**src/rtl/memory_port_arbiter.sv**
```systemverilog
// Purpose: round-robin arbiter and sequencer for the shared memory port (fetch vs load/store).
// Latency: grant registered one edge after request; Mem_En_o held MEM_LATENCY cycles; Done pulse follows.
// Backpressure: requesters hold Req until their Done pulse; the port takes one access per MEM_LATENCY+2 cycles.
module memory_port_arbiter #(
    parameter int MEM_LATENCY = 2,
    parameter int CNT_BITS    = 4
) (
    input  logic clk,
    input  logic reset,
    input  logic Req0_i,
    input  logic Req1_i,
    input  logic Write1_i,
    output logic Gnt0_o,
    output logic Gnt1_o,
    output logic Done0_o,
    output logic Done1_o,
    output logic Mux_Sel_o,
    output logic Mem_En_o,
    output logic Mem_Write_o,
    output logic Busy_o
);

    typedef enum logic [1:0] {
        IDLE = 2'd0,
        BUSY = 2'd1,
        DONE = 2'd2
    } state_t;

    localparam logic [CNT_BITS-1:0] CNT_LOAD = CNT_BITS'(MEM_LATENCY - 1);

    state_t              state, state_nxt;
    logic [CNT_BITS-1:0] cnt, cnt_nxt;
    logic                last, last_nxt;
    logic                winner;
    logic                gnt0_nxt, gnt1_nxt;
    logic                done0_nxt, done1_nxt;
    logic                mux_sel_nxt, mem_en_nxt, mem_write_nxt, busy_nxt;

    // State, counter, round-robin pointer and all registered outputs.
    always_ff @(posedge clk or negedge reset) begin
        if (!reset) begin
            state       <= IDLE;
            cnt         <= '0;
            last        <= 1'b1;
            Gnt0_o      <= 1'b0;
            Gnt1_o      <= 1'b0;
            Done0_o     <= 1'b0;
            Done1_o     <= 1'b0;
            Mux_Sel_o   <= 1'b0;
            Mem_En_o    <= 1'b0;
            Mem_Write_o <= 1'b0;
            Busy_o      <= 1'b0;
        end else begin
            state       <= state_nxt;
            cnt         <= cnt_nxt;
            last        <= last_nxt;
            Gnt0_o      <= gnt0_nxt;
            Gnt1_o      <= gnt1_nxt;
            Done0_o     <= done0_nxt;
            Done1_o     <= done1_nxt;
            Mux_Sel_o   <= mux_sel_nxt;
            Mem_En_o    <= mem_en_nxt;
            Mem_Write_o <= mem_write_nxt;
            Busy_o      <= busy_nxt;
        end
    end

    // Next-state and next-output logic; everything holds unless a transition changes it.
    always_comb begin
        state_nxt     = state;
        cnt_nxt       = cnt;
        last_nxt      = last;
        gnt0_nxt      = Gnt0_o;
        gnt1_nxt      = Gnt1_o;
        done0_nxt     = Done0_o;
        done1_nxt     = Done1_o;
        mux_sel_nxt   = Mux_Sel_o;
        mem_en_nxt    = Mem_En_o;
        mem_write_nxt = Mem_Write_o;
        // On a tie the requester that was not served last wins; otherwise the lone requester.
        winner        = (Req0_i && Req1_i) ? ~last : Req1_i;

        case (state)
            IDLE: begin
                if (Req0_i || Req1_i) begin
                    state_nxt     = BUSY;
                    gnt0_nxt      = ~winner;
                    gnt1_nxt      = winner;
                    mux_sel_nxt   = winner;
                    mem_en_nxt    = 1'b1;
                    // Write intent is captured only here; later changes cannot affect this access.
                    mem_write_nxt = winner & Write1_i;
                    cnt_nxt       = CNT_LOAD;
                    last_nxt      = winner;
                end
            end
            BUSY: begin
                if (cnt != '0) begin
                    cnt_nxt = cnt - CNT_BITS'(1);
                end else begin
                    // Access cannot be aborted, so Done fires even if Req dropped meanwhile.
                    state_nxt     = DONE;
                    mem_en_nxt    = 1'b0;
                    mem_write_nxt = 1'b0;
                    done0_nxt     = Gnt0_o;
                    done1_nxt     = Gnt1_o;
                end
            end
            DONE: begin
                // Requests are deliberately not looked at here; a held Req is seen next cycle in IDLE.
                state_nxt = IDLE;
                gnt0_nxt  = 1'b0;
                gnt1_nxt  = 1'b0;
                done0_nxt = 1'b0;
                done1_nxt = 1'b0;
            end
            default: begin
                state_nxt     = IDLE;
                gnt0_nxt      = 1'b0;
                gnt1_nxt      = 1'b0;
                done0_nxt     = 1'b0;
                done1_nxt     = 1'b0;
                mem_en_nxt    = 1'b0;
                mem_write_nxt = 1'b0;
            end
        endcase

        busy_nxt = (state_nxt != IDLE);
    end

endmodule

```
**config.mk**
```make
export PLATFORM = sky130hd
export DESIGN_NAME = memory_port_arbiter
export DESIGN_NICKNAME = d
export VERILOG_FILES = /design/src/rtl/memory_port_arbiter.sv
export SDC_FILE = /design/constraint.sdc
export NUM_CORES = 1
export LEC_CHECK = 0
export ABC_AREA = 1
export BUFFER_PORTS_ARGS = -buffer_cell sky130_fd_sc_hd__buf_2
export CAP_MARGIN = 20
export CORE_MARGIN = 4
export CORE_UTILIZATION = 35
export DETAILED_ROUTE_END_ITERATION = 8
export GPL_ROUTABILITY_DRIVEN = 0
export SETUP_SLACK_MARGIN = 0.5
export SLEW_MARGIN = 10
export SYNTH_ARGS = -nofsm -noshare
export SYNTH_HDL_FRONTEND = slang
export SYNTH_SLANG_ARGS = --single-unit
```
**constraint.sdc**
```tcl
create_clock -name clk -period 1.2 [get_ports clk]
set_clock_uncertainty 0.15 [all_clocks]
set_input_delay 0 -clock clk [delete_from_list [all_inputs] [get_ports clk]]
set_output_delay 0 -clock clk [all_outputs]
set_load 0.005 [all_outputs]
```
==> key figures, run 1 <==
Yosys
  – Syn Inst Count: 75
  – FF+latch count, synth: 15
  – Part of the Yosys area used for sequential elements: 53.9%
  – Count leader, synth: nand2_1
  – Asr flop ratio synth: 100%
  – Area leader, netlist: dfrtp_1
  – Synthesized area: 698 um2
  – Net count after synthesis: 82
  – EDFF count, synth: 0
  – Top post-synthesis cells by area: dfrtp_1, nand2_1, inv_1
  – Synth Warn #: 0
  – Synth cell count leaders: nand2_1, dfrtp_1, inv_1, nor2_1, o21ai_0
  – Post-synthesis cell type count: 20
  – Yosys top cell area share: 50.2%
  – Syn_area_per_cell: 9.31 um2
  – Post-synth top flop: dfrtp_1

Global routing
  – Met3 GRT Util: 5.41%
  – First-pass GRT wire length: 2570 um
  – Largest net degree at the start of global routing: 16
  – Grt ovf: 0
  – Vias in the first global route: 596
  – GRT Overall Usage: 12.5%
  – M1 GR Usage: 15.6%
  – GRT met2 Usage: 20.0%
  – Initial antenna violation count: 0
  – Busiest layer in global routing: met2

Worst setup path
  – Critical Path AT: 1.32 ns
  – Critical path launch point type: flop
  – Required time worst endpoint: 1.26 ns
  – Kind of critical path: flop to flop
  – Crit path cell chain: buf_4, nor2_4, o21ai_4, nand2_4, nand3_2, o21ai_2
  – CP endpoint kind: flop
  – Worst path slowest cell: dfrtp_1
  – Largest fanout on the critical path: 7
  – Max incr delay on CP: 0.40 ns

Layout
  – P&R area growth vs syn: 42.7%
  – Share of cells above drive strength 1: 49.1%
  – Final net count: 114
  – Design area: 996 um2
  – Largest register FFs: 4
  – Fin cells: 131
  – Biggest regs: cnt x4, state x2
  – Top reg by flops: cnt
  – Antenna Cells: 0
  – Fin util: 55.3%

Timing
  – Fmax: 797 MHz
  – Slew @ Worst Pin: 0.316 ns
  – Final Cycle Share: 105%
  – Final worst setup slack: -0.0550 ns
  – Final Max Tran Viols: 0
  – Slew Limit Headroom: 78.9%
  – Final TNS setup: -0.214 ns
  – Unrepaired setup endpoints after global routing: yes
  – Final min period: 1.25 ns
  – Hold violation count in the final report: 21
  – Final setup vio count: 7
  – Worst hold slack: -0.189 ns

Floorplanning
  – Initial core utilization: 38.8%
  – Core Region: 1800 um2
  – Die width: 52.7 um
  – FP Rows: 15
  – I/O pins: 13
  – Die Area: 2770 um2
  – Die height: 52.7 um

Clocking
  – Clock transition at the registers of the reported paths: 0.08 ns
  – Root Buffer: clkbuf_4
  – Htree depth: 1
  – Deepest clock path buffer count: 2
  – CTS tree: built
  – CTS sink cnt: 15
  – Num CTS Buffers: 3
  – Clk_lat worst skew: 0.28 ns
  – Hold_buf cts: 1

Placed design
  – Post-DP Area: 856 um2
  – Number of port buffers: 12
  – Detailed Place HPWL: 1030 um
  – Placed cell count: 117

Power and ir drop
  – VDD IR max: 1.30 mV
  – Cell Pwr Density: 2840 nW/um2
  – Clock power share: 9.6%
  – Switching part of the total: 41.2%
  – Internal: 1.66 mW
  – Reg power frac: 31.0%
  – Static leakage: 0.528 nW
  – Switch Pwr: 1.17 mW
  – Comb pwr share: 59.3%

Routing
  – Iter 0 DRT Violations: 9
  – TritonRoute pass-1 iters: 2
  – WL per Instance: 10.7 um
  – Remaining DRCs: 0
  – Vias: 552
  – Vias per inst: 4.21
  – Post-Route WL: 1400 um
  – Post-route ant nets: 0

Worst hold path
  – Hold Crit Class: input port to flop

Run status
  – Violated checks: negative hold slack, negative setup slack
  – Outcome: finished with violations

Flow run
  – Max-cap violations: 0
-- cells in the final DEF (no fill, tap or decap), types with 2 or more instances in the layout --
master and count:
clkbuf_4 3, nand2_2 2, inv_1 5, buf_2 12
inv_2 5, o21ai_1 5, nand3_1 3, nand2_1 17
nor2_4 2, buf_4 11, nand2_4 4, o21ai_2 3
buf_6 3, nor2_1 6, dfrtp_1 13
-- critical path: cells and delay by family, from the launching register on --
family | cells | cell delay, ns
compound gates | 2 | 0.17
flops | 1 | 0.40
simple gates | 3 | 0.31
buf+inv | 1 | 0.15
-- cell type report --
class                   count  area (um2)
flip-flops and latches     15         378
clock buffers               4        26.3
multi-input cells          50         337
fillers                   167         806
repair buffers             27         186
well taps                  25        31.3
inverters                  10        37.5
-- metal layers --
metal	vias up	part of all wire, %	wire length (um)
met3	0	5.9	82
met2	10	46	641
met1	241	48	677
met5	-	0	0
li1	301	-	-
met4	0	0	0
-- final timing paths --
path                                             from                       to  slack, ns  depth (start not counted)
worst max-delay path               state[0]$_DFF_PN0_       cnt[2]$_DFFE_PN0P_      -0.05                          6
worst min-delay path                         Write1_i  Mem_Write_o$_DFFE_PN0P_      -0.19                          3
worst max register to register     state[0]$_DFF_PN0_       cnt[2]$_DFFE_PN0P_      -0.05                          6
worst min register to register  Mux_Sel_o$_DFFE_PN0P_    Mux_Sel_o$_DFFE_PN0P_       0.34                          2
max in group asynchronous                       reset         last$_DFFE_PN1P_       0.62                          2
min in group asynchronous                       reset    Mux_Sel_o$_DFFE_PN0P_      -0.01                          2
-- per-stage QoR --
stage	power, mW	setup WS [ns]
6_report	2.83	-0.0550
5_1_grt	3.09	-0.126
4_1_cts	2.71	-0.0539
3_5_place_dp	2.23	-0.0493
3_3_place_gp	2.21	-0.0423
2_1_floorplan	1.81	0.00284
-- power groups by stage --
stage / Combinational, mW / Clock [mW] / Sequential [mW]
after detailed placement: 1.34 / 0 / 0.891
after global routing: 1.88 / 0.305 / 0.901
after CTS: 1.54 / 0.290 / 0.883
after floorplan: 0.911 / 0 / 0.897
final: 1.68 / 0.273 / 0.878
after global placement: 1.32 / 0 / 0.884
-- logic make-up (layout without fill, tap and decap cells) --
family          count (synthesis)  count (layout)  share of synthesized area (%)
compound gates                 11              11                           11.1
xor+xnor                        1               1                           1.25
fa+ha+maj                       2               2                           3.58
buf+inv                        10              41                           5.38
flops                          15              15                           53.9
simple gates                   36              36                           24.7
-- timing repair --
action,CTS,global route
buffers inserted,6,3
setup endpoints to repair,23,23
endpoints found under the hold margin,22,6
pin swaps,6,1
resized for setup,5,9
No activity file was read; power rests on OpenSTA's default activity.
==> run 2: changes to the inputs <==
--- a/config.mk
+++ b/config.mk
@@ -9,9 +9,10 @@
 export BUFFER_PORTS_ARGS = -buffer_cell sky130_fd_sc_hd__buf_2
 export CAP_MARGIN = 20
 export CORE_MARGIN = 4
-export CORE_UTILIZATION = 35
+export CORE_UTILIZATION = 46
 export DETAILED_ROUTE_END_ITERATION = 8
 export GPL_ROUTABILITY_DRIVEN = 0
+export PLACE_DENSITY = 0.71
 export SETUP_SLACK_MARGIN = 0.5
 export SLEW_MARGIN = 10
 export SYNTH_ARGS = -nofsm -noshare
==> run 2 against run 1 <==
Net effect:
- the flow still finishes with violations (negative hold slack, negative setup slack)
- design area rose by 1.1%
- sequential power grew 2%
- sequential share of layout area shrank 0.42 points
==> key figures, run 2 (synthesis gave the netlist of run 1 again) <==
Timing
  – Unrepaired setup endpoints after global routing: yes
  – Final Max Tran Viols: 0 (unchanged)
  – Final setup vio count: 7 (unchanged)
  – Worst hold slack: -0.198 ns (-0.00959 ns)
  – Fmax: 780 MHz (-2.1%)
  – Final Cycle Share: 107% (+2.2 points)
  – Slew Limit Headroom: 78.6% (-0.30 points)
  – Hold violation count in the final report: 19 (-9.5%)
  – Final min period: 1.28 ns (+0.0268 ns)
  – Final worst setup slack: -0.0818 ns (-0.0268 ns)
  – Slew @ Worst Pin: 0.319 ns (+0.00325 ns)

Global routing
  – First-pass GRT wire length: 2420 um (-5.9%)
  – Grt ovf: 0 (unchanged)
  – Largest net degree at the start of global routing: 16 (unchanged)
  – Initial antenna violation count: 0 (unchanged)
  – Vias in the first global route: 580 (-2.7%)
  – GRT Overall Usage: 15.4% (+2.8 points)

Power and ir drop
  – Static leakage: 0.535 nW (+1.4%)
  – Cell Pwr Density: 2970 nW/um2 (+4.4%)
  – VDD IR max: 1.69 mV (+30%)
  – Tot Pwr: 2.99 mW (+5.5%)

Routing
  – WL per Instance: 12.6 um (+18%)
  – Iter 0 DRT Violations: 17 (+8)
  – Remaining DRCs: 0 (unchanged)
  – Post-route ant nets: 0 (unchanged)
  – Vias: 586 (+6.2%)
  – Vias per inst: 4.80 (+14%)
  – TritonRoute pass-1 iters: 4 (+2)
  – Post-Route WL: 1540 um (+9.8%)

Layout
  – Final net count: 115 (+0.88%)
  – Biggest regs: cnt x4, state x2
  – Share of cells above drive strength 1: 55.1% (+6.1 points)
  – Top reg by flops: cnt
  – Commonest non-fill, non-tap cell in the layout: nand2_1
  – P&R area growth vs syn: 44.3%
  – Most frequent cells in the layout: nand2_1, dfrtp_1, buf_2, buf_4
  – Antenna Cells: 0 (unchanged)
  – Largest register FFs: 4 (unchanged)

Worst setup path
  – Largest fanout on the critical path: 7 (unchanged)
  – Crit path cell chain: inv_2, ha_4, nand2_4, nand2_4, nand2_4, o21ai_2, o21ai_1
  – Worst R2R Start: cnt[0]$_DFFE_PN0P_
  – Worst setup path start: cnt[0]$_DFFE_PN0P_
  – Most frequent cell on the critical path: nand2_4
  – Required time worst endpoint: 1.22 ns (-0.04 ns)
  – Kind of critical path: flop to flop
  – Max incr delay on CP: 0.40 ns (about the same)
  – Critical Path AT: 1.30 ns (-0.02 ns)
  – CP endpoint kind: flop
  – Worst path slowest cell: dfrtp_1
  – Critical path launch point type: flop

Flow run
  – Max-cap violations: 0 (unchanged)

Floorplanning
  – Die width: 47.0 um (-11%)
  – Initial core utilization: 51.1% (+12 points)
  – I/O pins: 13 (unchanged)
  – Core Region: 1370 um2 (-24%)
  – Die height: 47.0 um (-11%)
  – FP Rows: 13 (-2)
  – Die Area: 2210 um2 (-20%)

Run status
  – Outcome: finished with violations
  – Violated checks: negative hold slack, negative setup slack

Clocking
  – CTS tree: built
  – Clock transition at the registers of the reported paths: 0.09 ns (about the same)
  – Root Buffer: clkbuf_4
  – Htree depth: 1 (unchanged)
  – Clk_lat worst skew: 0.28 ns (about the same)
  – Hold_buf cts: 1 (unchanged)
  – Num CTS Buffers: 3 (unchanged)
  – CTS sink cnt: 15 (unchanged)
  – Deepest clock path buffer count: 2 (unchanged)

Worst hold path
  – Hold_sp: Write1_i
  – Hold Crit Class: input port to flop

Placed design
  – Detailed Place HPWL: 970 um (-6.1%)
  – Number of port buffers: 12 (unchanged)
-- run 2: repair_timing --
action | 4_1_cts | 5_1_grt
endpoints found under the setup margin | 23 | 23
endpoints found under the hold margin | 24 | 7
pin swaps | 3 | 6
buffers inserted | 5 | 4
resized for setup | 5 | 13
-- run 2: routing by layer --
metal | track usage [%] | wire (um)
met5 | 0 | 0
met4 | 1.66 | 8
met3 | 5.75 | 60
met2 | 24.9 | 763
met1 | 20.4 | 705
-- run 2: critical path, delay by kind of cell, from the launching register on --
kind / cells / cell delay [ns]
compound gates: 2 / 0.15
fa+ha+maj: 1 / 0.14
buf+inv: 1 / 0.09
flops: 1 / 0.40
simple gates: 3 / 0.23
-- run 2: final timing paths --
| kind | cells after the start | end | slack, ns |
|---|---|---|---|
| min in group asynchronous | 2 | state[0]$_DFF_PN0_ | -0.01 |
| setup / recovery | 7 | cnt[0]$_DFFE_PN0P_ | -0.08 |
| max in group asynchronous | 2 | last$_DFFE_PN1P_ | 0.62 |
| hold / removal | 3 | Mem_Write_o$_DFFE_PN0P_ | -0.20 |
| hold reg to reg | 2 | Mem_En_o$_DFFE_PN0P_ | 0.32 |
| setup reg to reg | 7 | cnt[0]$_DFFE_PN0P_ | -0.08 |
-- run 2: through the flow --
step / utilization, % / area, um2 / instances / setup TNS (ns) / setup WS (ns)
4_1_cts: 68.7 / 938 / 118 / -0.225 / -0.0633
6_report: 73.7 / 1010 / 122 / -0.359 / -0.0818
2_1_floorplan: - / 727 / 75 / 0 / 0.00284
3_3_place_gp: 62.3 / 851 / 108 / -0.181 / -0.0673
5_1_grt: 73.7 / 1010 / 122 / -0.956 / -0.159
3_5_place_dp: 62.3 / 851 / 108 / -0.177 / -0.0646
-- run 2: power by group --
part / switching (mW) / total [mW] / internal [mW]
logic: 0.966 / 1.81 / 0.846
clock network: 0.155 / 0.281 / 0.126
registers: 0.150 / 0.895 / 0.745
-- run 2: cell type report --
cell class / count / area [um2]
tap: 15 / 18.8
sequential: 15 / 378
clock buffer: 3 / 22.5
clock inverter: 1 / 7.51
timing repair buffer: 28 / 194
multi-input combinational: 50 / 349
inverter: 10 / 37.5
fill: 89 / 359
==> run 3: changes to the inputs <==
--- a/config.mk
+++ b/config.mk
@@ -7,12 +7,11 @@
 export LEC_CHECK = 0
 export ABC_AREA = 1
 export BUFFER_PORTS_ARGS = -buffer_cell sky130_fd_sc_hd__buf_2
-export CAP_MARGIN = 20
 export CORE_MARGIN = 4
-export CORE_UTILIZATION = 46
+export CORE_UTILIZATION = 50
 export DETAILED_ROUTE_END_ITERATION = 8
 export GPL_ROUTABILITY_DRIVEN = 0
-export PLACE_DENSITY = 0.71
+export PLACE_DENSITY = 0.73
 export SETUP_SLACK_MARGIN = 0.5
 export SLEW_MARGIN = 10
 export SYNTH_ARGS = -nofsm -noshare
==> constraint.sdc (replaced) <==
create_clock -name clk -period 1.6 [get_ports clk]
set_clock_uncertainty 0.15 [all_clocks]
set_input_delay 0 -clock clk [delete_from_list [all_inputs] [get_ports clk]]
set_output_delay 0 -clock clk [all_outputs]
set_load 0.005 [all_outputs]
==> run 3 against run 2 <==
Net effect:
- the run ends with negative hold slack left
- fmax shrank 0.83%
- count of clock-buffer cells in the layout grew 1
- non-clock buffer count shrank 8
- largest power group unchanged
==> key figures, run 3 (synthesis gave the netlist of run 1 again) <==
Layout
  – Commonest non-fill, non-tap cell in the layout: nand2_1
  – Design area: 938 um2 (-6.8%)
  – Share of cells above drive strength 1: 43.4% (-12 points)
  – Biggest regs: cnt x4, state x2
  – Final net count: 107 (-7.0%)
  – P&R area growth vs syn: 34.4%
  – Fin cells: 114 (-6.6%)
  – Most frequent cells in the layout: nand2_1, dfrtp_1, buf_2
  – Fin util: 72.1% (-1.6 points)
  – Top reg by flops: cnt
  – Largest register FFs: 4 (unchanged)
  – Antenna Cells: 0 (unchanged)

Floorplanning
  – Die height: 45.4 um (-3.4%)
  – Initial core utilization: 53.7% (+2.6 points)
  – I/O pins: 13 (unchanged)
  – Core Region: 1300 um2 (-4.8%)
  – Die width: 45.4 um (-3.4%)
  – FP Rows: 13 (unchanged)
  – Die Area: 2060 um2 (-6.7%)

Clocking
  – Num CTS Buffers: 3 (unchanged)
  – Clock transition at the registers of the reported paths: 0.08 ns (about the same)
  – Deepest clock path buffer count: 2 (unchanged)
  – Root Buffer: clkbuf_4
  – Htree depth: 1 (unchanged)
  – Clk_lat worst skew: 0.28 ns (about the same)
  – CTS tree: built
  – CTS sink cnt: 15 (unchanged)

Routing
  – Iter 0 DRT Violations: 9 (-8)
  – Post-route ant nets: 0 (unchanged)
  – WL per Instance: 12.5 um (-0.85%)
  – Vias per inst: 4.90 (+2.1%)
  – Remaining DRCs: 0 (unchanged)
  – Post-Route WL: 1420 um (-7.4%)
  – Vias: 559 (-4.6%)
  – TritonRoute pass-1 iters: 4 (unchanged)

Power and ir drop
  – Clock power share: 10.5% (+1.1 points)
  – VDD IR max: 1.09 mV (-36%)
  – Tot Pwr: 2.01 mW (-33%)
  – Comb pwr share: 56.2% (-4.4 points)
  – Cell Pwr Density: 2140 nW/um2 (-28%)
  – Static leakage: 0.489 nW (-8.7%)
  – Switch Pwr: 0.892 mW (-30%)
  – Switching part of the total: 44.3% (+1.8 points)
  – Reg power frac: 33.4% (+3.5 points)
  – Internal: 1.12 mW (-35%)

Timing
  – Final min period: 1.29 ns (+0.0108 ns)
  – Final worst setup slack: 0.307 ns (+0.389 ns)
  – Unrepaired setup endpoints after global routing: yes
  – Hold violation count in the final report: 20 (+1)
  – Final Max Tran Viols: 0 (unchanged)
  – Final Cycle Share: 80.8% (-26 points)
  – Fmax: 774 MHz (-0.83%)
  – Worst hold slack: -0.0420 ns (+0.156 ns)
  – Slew Limit Headroom: 78.2% (-0.38 points)
  – Final TNS setup: 0 ns (+0.359 ns)
  – Slew @ Worst Pin: 0.326 ns (+0.00698 ns)
  – Final setup vio count: 0 (-7)

Worst setup path
  – Worst R2R Start: cnt[0]$_DFFE_PN0P_
  – Critical path endpoint: cnt[0]$_DFFE_PN0P_
  – Critical path launch point type: flop
  – R2R setup slack: 0.31 ns (+0.39 ns)
  – Reg2reg path depth: 7 (unchanged)
  – Critical Path AT: 1.31 ns (about the same)
  – Worst path slowest cell: dfrtp_1
  – CP endpoint kind: flop
  – Max incr delay on CP: 0.39 ns (about the same)
  – Crit path cell chain: inv_2, ha_4, nand2_4, nand2_4, nand2_8, o21ai_2, o21ai_1
  – Largest fanout on the critical path: 7 (unchanged)
  – Kind of critical path: flop to flop
  – Required time worst endpoint: 1.61 ns (+0.39 ns)
  – Worst setup path start: cnt[0]$_DFFE_PN0P_
  – Most frequent cell on the critical path: nand2_4
  – Crit Reg-Reg Endpoint: cnt[0]$_DFFE_PN0P_

Global routing
  – Grt ovf: 0 (unchanged)
  – GRT Overall Usage: 14.5% (-0.85 points)
  – Initial antenna violation count: 0 (unchanged)
  – Largest net degree at the start of global routing: 16 (unchanged)
  – Vias in the first global route: 514 (-11%)
  – First-pass GRT wire length: 2100 um (-13%)

Placed design
  – Post-DP Area: 797 um2 (-6.3%)
  – Placed cell count: 102 (-5.6%)
  – Detailed Place HPWL: 960 um (-0.99%)
  – Number of port buffers: 12 (unchanged)
  – Dpl ws: 0.313 ns (+0.377 ns)

Flow run
  – Max-cap violations: 0 (unchanged)

Run status
  – Outcome: finished with violations
  – Violated checks: negative hold slack

Worst hold path
  – Hold Crit Class: input port to flop
run 3: cell types whose count changed in the layout (fill, tap and decap cells not counted), sizes merged:
cell	delta
buf	-11
dlygate4sd3	+3
clkbuf	+1
clkinvlp	-1
run 3: area by class of cell:
cell class,count,area [um2]
sequential,15,378
fill,102,363
multi-input combinational,50,344
timing repair buffer,20,134
inverter,10,37.5
clock buffer,4,26.3
tap,15,18.8
run 3: worst min path at each step:
stage | startpoint | endpoint | depth (start not counted)
global route | Req1_i | state[0]$_DFF_PN0_ | 3
finish | Req1_i | state[0]$_DFF_PN0_ | 3
global placement | reset | Busy_o$_DFF_PN0_ | 1
detailed placement | reset | Mem_En_o$_DFFE_PN0P_ | 1
floorplan | reset | Busy_o$_DFF_PN0_ | 0
CTS | Req1_i | Busy_o$_DFF_PN0_ | 3
run 3: repair_timing:
item	in CTS	in global routing
hold endpoints to repair	25	7
resized for setup	4	12
cloned	0	0
endpoints found under the setup margin	14	15
hold buffers	2	2
pin swaps	2	2
buffers inserted	0	4
run 3: worst max-delay path: cells and delay by family (launching register included):
family / cells / cell delay [ns]
flops: 1 / 0.39
fa+ha+maj: 1 / 0.15
simple gates: 3 / 0.23
compound gates: 2 / 0.14
buf+inv: 1 / 0.12
run 3: power groups by stage:
stage	clock, mW	sequential (mW)	combinational, mW
6_report	0.211	0.671	1.13
4_1_cts	0.218	0.671	0.913
3_5_place_dp	0	0.666	0.892
2_1_floorplan	0	0.662	0.667
3_3_place_gp	0	0.660	0.873
5_1_grt	0.231	0.687	1.27
run 3: per-layer routing:
metal	part of all wire (%)	global-route usage, %	wire [um]	vias to the layer above
li1	-	-	-	286
met1	44	18.8	621	257
met3	4.2	3.59	60	6
met5	0	0	0	-
met4	2.8	8.77	40	0
met2	49	21.8	701	10
